### src/rtl/hdr_map_pkg.sv
// Header bit map, field widths and packing helper for mesh packets.
// Bit positions assume the 40-bit header sits at the top of the packet.
package hdr_map_pkg;

  localparam int HDR_PCK_SZ = 40;

  localparam int NXT_JUMP_W = 8;
  localparam int RC_W       = 4;
  localparam int TERM_W     = 6;
  localparam int ID_W       = 9;

  localparam int NXT_JUMP_MSB = 39;
  localparam int NXT_JUMP_LSB = 32;
  localparam int TRGT_R_MSB   = 31;
  localparam int TRGT_R_LSB   = 28;
  localparam int TRGT_C_MSB   = 27;
  localparam int TRGT_C_LSB   = 24;
  localparam int MODE_BIT     = 23;
  localparam int SRC_MSB      = 22;
  localparam int SRC_LSB      = 17;
  localparam int DST_MSB      = 16;
  localparam int DST_LSB      = 11;
  localparam int ID_MSB       = 10;
  localparam int ID_LSB       = 2;

  typedef struct packed {
    logic [NXT_JUMP_W-1:0] nxt_jump;
    logic [RC_W-1:0]       trgt_r;
    logic [RC_W-1:0]       trgt_c;
    logic                  mode;
    logic [TERM_W-1:0]     src;
    logic [TERM_W-1:0]     dst;
    logic [ID_W-1:0]       id;
  } hdr_fields_t;

  function automatic logic [HDR_PCK_SZ-1:0] pack_hdr(
    input hdr_fields_t f
  );
    logic [HDR_PCK_SZ-1:0] p;
    p = '0;
    p[NXT_JUMP_MSB:NXT_JUMP_LSB] = f.nxt_jump;
    p[TRGT_R_MSB:TRGT_R_LSB]     = f.trgt_r;
    p[TRGT_C_MSB:TRGT_C_LSB]     = f.trgt_c;
    p[MODE_BIT]                  = f.mode;
    p[SRC_MSB:SRC_LSB]           = f.src;
    p[DST_MSB:DST_LSB]           = f.dst;
    p[ID_MSB:ID_LSB]             = f.id;
    return p;
  endfunction

endpackage

### src/rtl/hdr_fwft_fifo.sv
// First-word-fall-through packet FIFO with occupancy count.
// Push when full and pop when empty are ignored internally.
module hdr_fwft_fifo
  import hdr_map_pkg::*;
#(
  parameter int W     = 40,
  parameter int DEPTH = 4
) (
  input  logic                       clk,
  input  logic                       reset,
  input  logic                       flush,
  input  logic                       push,
  input  logic                       pop,
  input  logic [W-1:0]               wdata,
  output logic [W-1:0]               rdata,
  output logic                       full,
  output logic                       empty,
  output logic [$clog2(DEPTH):0]     count
);

  localparam int AW = $clog2(DEPTH);

  logic [W-1:0]  mem [DEPTH];
  logic [AW:0]   wr_ptr;
  logic [AW:0]   rd_ptr;
  logic          do_push;
  logic          do_pop;

  assign full    = (count == (AW+1)'(DEPTH));
  assign empty   = (count == '0);
  assign do_push = push && !full;
  assign do_pop  = pop && !empty;
  assign rdata   = mem[rd_ptr[AW-1:0]];

  always_ff @(posedge clk) begin
    if (reset) begin
      wr_ptr <= '0;
      rd_ptr <= '0;
      count  <= '0;
    end else if (flush) begin
      wr_ptr <= '0;
      rd_ptr <= '0;
      count  <= '0;
    end else begin
      if (do_push) wr_ptr <= wr_ptr + 1'b1;
      if (do_pop)  rd_ptr <= rd_ptr + 1'b1;
      unique case ({do_push, do_pop})
        2'b10:   count <= count + 1'b1;
        2'b01:   count <= count - 1'b1;
        default: count <= count;
      endcase
    end
  end

  // Storage needs no reset; occupancy is tracked by count.
  always_ff @(posedge clk) begin
    if (!reset && !flush && do_push)
      mem[wr_ptr[AW-1:0]] <= wdata;
  end

endmodule

### src/rtl/hdr_pkt_builder.sv
// Packs header requests into packets and queues them for the router.
// Optional HDR_AUTO_ID_EN replaces in_id with an internal id counter.
module hdr_pkt_builder
  import hdr_map_pkg::*;
#(
  parameter int PCK_SZ = 40,
  parameter int DEPTH  = 4,
  parameter int CNT_W  = 16
) (
  input  logic              clk,
  input  logic              reset,
  input  logic              flush,
  input  logic              in_valid,
  output logic              in_ready,
  input  logic [3:0]        in_trgt_r,
  input  logic [3:0]        in_trgt_c,
  input  logic              in_mode,
  input  logic [5:0]        in_src,
  input  logic [5:0]        in_dst,
  input  logic [8:0]        in_id,
  output logic [PCK_SZ-1:0] data_out,
  output logic              pndng,
  input  logic              popin,
  output logic [CNT_W-1:0]  pkt_cnt,
  output logic              underflow
);

  localparam int AW = $clog2(DEPTH);

  hdr_fields_t           fields;
  logic [HDR_PCK_SZ-1:0] hdr;
  logic [PCK_SZ-1:0]     pkt;
  logic [PCK_SZ-1:0]     head;
  logic [ID_W-1:0]       id_sel;
  logic                  accept;
  logic                  full;
  logic                  empty;
  logic [AW:0]           count;

`ifdef HDR_AUTO_ID_EN
  logic [ID_W-1:0] id_q;
  logic            unused_in_id;

  assign unused_in_id = ^in_id;
  assign id_sel       = id_q;

  always_ff @(posedge clk) begin
    if (reset)
      id_q <= '0;
    else if (!flush && accept)
      id_q <= id_q + 1'b1;
  end
`else
  assign id_sel = in_id;
`endif

  assign in_ready = !full;
  assign accept   = in_valid && in_ready;
  assign pndng    = !empty;
  assign data_out = pndng ? head : '0;

  always_comb begin
    fields          = '0;
    fields.trgt_r   = in_trgt_r;
    fields.trgt_c   = in_trgt_c;
    fields.mode     = in_mode;
    fields.src      = in_src;
    fields.dst      = in_dst;
    fields.id       = id_sel;
    hdr             = pack_hdr(fields);
    pkt             = '0;
    pkt[PCK_SZ-1 -: HDR_PCK_SZ] = hdr;
  end

  hdr_fwft_fifo #(
    .W     (PCK_SZ),
    .DEPTH (DEPTH)
  ) u_fifo (
    .clk   (clk),
    .reset (reset),
    .flush (flush),
    .push  (accept),
    .pop   (popin),
    .wdata (pkt),
    .rdata (head),
    .full  (full),
    .empty (empty),
    .count (count)
  );

  always_ff @(posedge clk) begin
    if (reset) begin
      pkt_cnt   <= '0;
      underflow <= 1'b0;
    end else if (flush) begin
      pkt_cnt   <= '0;
    end else if (popin) begin
      if (pndng) pkt_cnt   <= pkt_cnt + 1'b1;
      else       underflow <= 1'b1;
    end
  end

endmodule

### config.mk
export PLATFORM = sky130hd
export DESIGN_NAME = hdr_pkt_builder
export DESIGN_NICKNAME = d
export VERILOG_FILES = /design/src/rtl/hdr_map_pkg.sv /design/src/rtl/hdr_fwft_fifo.sv /design/src/rtl/hdr_pkt_builder.sv
export SDC_FILE = /design/constraint.sdc
export NUM_CORES = 1
export LEC_CHECK = 0
export BUFFER_PORTS_ARGS = -buffer_cell sky130_fd_sc_hd__buf_2
export CAP_MARGIN = 5
export CORE_ASPECT_RATIO = 0.7
export CORE_MARGIN = 4
export CORE_UTILIZATION = 60
export DETAILED_ROUTE_END_ITERATION = 8
export MAX_ROUTING_LAYER = met4
export PLACE_DENSITY = 0.9
export SYNTH_ARGS = -nofsm -noshare
export SYNTH_HDL_FRONTEND = slang
export SYNTH_SLANG_ARGS = --single-unit
### constraint.sdc
create_clock -name clk -period 5.4 [get_ports clk]
set_input_delay 1.08 -clock clk [delete_from_list [all_inputs] [get_ports clk]]
set_output_delay 1.08 -clock clk [all_outputs]
set_load 0.01 [all_outputs]
==> summary by stage <==
Worst setup path
The worst setup path is launched from a flop. The critical path goes through mux4_2 -> and2_1 -> buf_2. The largest delay contributor family on the critical path is flip-flops. At the worst endpoint, the required time is 4.32 ns. For this design, the slowest cell found on the critical path is dfxtp_2. STA classifies the critical path endpoint as a primary output. In this run the worst path has a maximum fanout of 30.

The setup path with the least slack is of type flop to primary output. In this design, the stage delay of the slowest critical-path cell is 1.05 ns. The data arrival time of the worst path is approximately 2.4 ns. The number of buffers and inverters on the critical path is 1.

Synth
For this run, the register share of the synthesized area comes to 0.705. The number of flip-flops and latches in the synthesized netlist is 146. The synthesized design spends more area on one cell type than any other, namely edfxtp_1. The distinct cell type count of the synthesized netlist is 39. The Yosys warning count is 0. The post-synthesis cell area is around 0.0058 mm2. The number of instances in the synthesized netlist is roughly 340. Sorting the synthesized cells by area gives the leading types as edfxtp_1, mux4_2, dfxtp_1. The average instance in the mapped netlist occupies roughly 17 um2.

Of the post-synthesis cell area, the dominant cell type holds 0.616.

Die
The I/O pin count is 94. The initial standard-cell utilization of the core is 0.630. The floorplan has 29 rows.

The x dimension of the die is around 130 um. The die outline height is 90.6 um. The core area is 0.00929 mm2. The die covers 0.0114 mm2.

Global routing
The number of antenna violations at the first check in global routing came to 0. The wire length of the first global-routing pass is roughly 18000 um. The pin count of the biggest net entering global routing is 32. The via count of the first global-routing pass is 3294. For this run, the total global-route usage over all layers was measured as 0.209. The remaining global-route overflow is 0.

Power
The total leakage power is 2.47 nW. The worst IR drop on VDD is 0.000463 V. In this run the power density over the cells is 350 mW/mm2.

Place
Detailed placement finished with a half-perimeter wire length of about 7100 um. The weighted congestion at the end of routability-driven global placement is roughly 0.76. Buffers placed on the I/O ports in this run total between 80 and 90.

STA
Clock skew on the completed layout was measured at 0.00761 ns. At the pin with the least slew margin, the transition time is 1.09 ns. The worst path needs roughly 3.5 ns of the cycle, external delays included. The count of final hold-check violations is 0. Of the available clock period, the critical path in the final layout requires 0.647. The worst hold slack is about 0.47 ns.

The worst relative slew slack is 0.274. The number of slew-limit violations in the final report is 0. The final-report setup violation count is 0.

Setup repair after global routing left no endpoint under its margin. Adding up every negative setup slack in the final design gives 0 ns. For this run, the top clock speed supported by timing is ~290 MHz.

Clocking
Counting along the longest clock path gives a buffer depth of 2. Counting the buffers created by CTS gives 17. The clock transition at the registers of the reported paths is ~0.060 ns. The CTS tree is yes. Clock latency on the worst-skew pair, taken at its later pin, is a little over 0.4 ns. The number of setup buffers added after CTS is 0.

For this design, the CTS-stage hold fixing added 0 buffers. The H-tree depth is 4. The number of gates resized after CTS is 0. The buffer type at the clock tree root is clkbuf_16. The sink count of the clock tree is ~150.

Status
The flow ran to the end, and the final reports show no timing, DRC or antenna violations.

Route
The via count normalized by instance count is 5.68. The count of vias placed by the detailed router is 3200. For this run, the detailed router's first-pass iteration total came to 4. The count of nets left with antenna violations once routing finished came out at 0. The average wire per standard cell is ~20 um. The wire length reported by the detailed router is around 11000 um.

The remaining routing DRC violations is 0. The starting DRC count in detailed routing is between 200 and 250.

Final layout
In the layout the commonest cells are edfxtp_1, buf_2, mux4_2, and2_1, dfxtp_1. The net count of the finished layout is around 470. The number of antenna diodes in the final layout is 0. The area growth from synthesis to layout is 17.3%. The proportion of layout cells with a drive suffix above 1 is 0.358. Leaving out fill and tap cells, the most frequent cell in the layout is edfxtp_1.

Hold path
The path class of the tightest hold or removal check is flop to flop.

Flow run
The max capacitance violation total is 0.
-- final cells by class --
class	count	area [um2]
flip-flops and latches	146	4130
fillers	580	2430
multi-input cells	169	1590
clock buffers	20	447
repair buffers	84	423
well taps	124	155
clock inverters	12	91.3
inverters	8	31.3
-- path summary, 6_finish.rpt --
path / start / to / slack (ns) / cells past startpoint
max: flop / data_out[16] / 1.91 / 3
min: underflow / underflow / 0.47 / 2
max reg2reg: u_fifo.count[2] / u_fifo.count[2] / 2.95 / 9
min reg2reg: underflow / underflow / 0.47 / 2
-- flip-flops by register name, summed over array words and instances, names as in the netlist, named ones only --
signal and count:
u_fifo.rd_ptr 2, underflow 1, u_fifo.wr_ptr 2, u_fifo.count 3
u_fifo.mem 120, pkt_cnt 16
-- report_power, final --
| group | total, W | switching [W] | internal (W) |
|---|---|---|---|
| clock network | 0.00106 | 0.000420 | 0.000637 |
| registers | 0.00124 | 0.00000875 | 0.00123 |
| logic | 0.000105 | 0.0000602 | 0.0000447 |
| total | 0.00240 | 0.000489 | 0.00191 |
-- cell usage after synthesis, drive strengths merged --
library cell  count
clkinv            1
or3               5
a21oi             7
dfxtp            26
clkbuf           10
xor2             11
xnor2             3
nor3              2
conb              1
nor2             19
nand4             4
fa                1
or4               1
nand3             6
edfxtp          120
o31a              1
o311a             1
or3b              1
mux2i             1
o21ai             5
mux4             30
a31oi             1
o21a              2
and2             31
or2               1
nand2             9
o211ai            1
inv               7
and3              7
buf              15
and4              3
ha                6
-- worst min-delay path, cell delays in order, from the launching register on --
cell	delay (ns)
dfxtp_1	0.33
a31oi_1	0.04
nor2_1	0.07
-- per-stage QoR --
stage                     worst slack, ns  area (um2)  utilization  total power [W]  cells
after detailed placement             2.26        6320        0.681          0.00137    531
after global routing                 1.65        6860        0.739          0.00248    563
final                                1.91        6860        0.739          0.00240    563
after CTS                            1.81        6860        0.739          0.00241    563
after floorplan                      2.81        5880            -          0.00133    348
after global placement               2.29        6320        0.681          0.00136    531
-- metal layers --
layer / wire [um] / global-route usage / share of wire
met1: 4720 / 0.269 / 0.42
met2: 5580 / 0.334 / 0.50
met3: 687 / 0.0585 / 0.062
met4: 132 / 0.0554 / 0.012
met5: 0 / - / 0
-- kinds of logic (layout without fill, tap and decap cells) --
logic type,count (synthesis),after routing,share of synthesized area
compound gates,18,18,0.0212
flops,146,146,0.705
xor+xnor,14,14,0.0210
mux,31,31,0.117
buf+inv,33,124,0.0302
fa+ha+maj,7,7,0.0163
other cells,1,10,0.000641
simple gates,89,89,0.0886
Note: power is estimated with default switching activity, not from simulation.
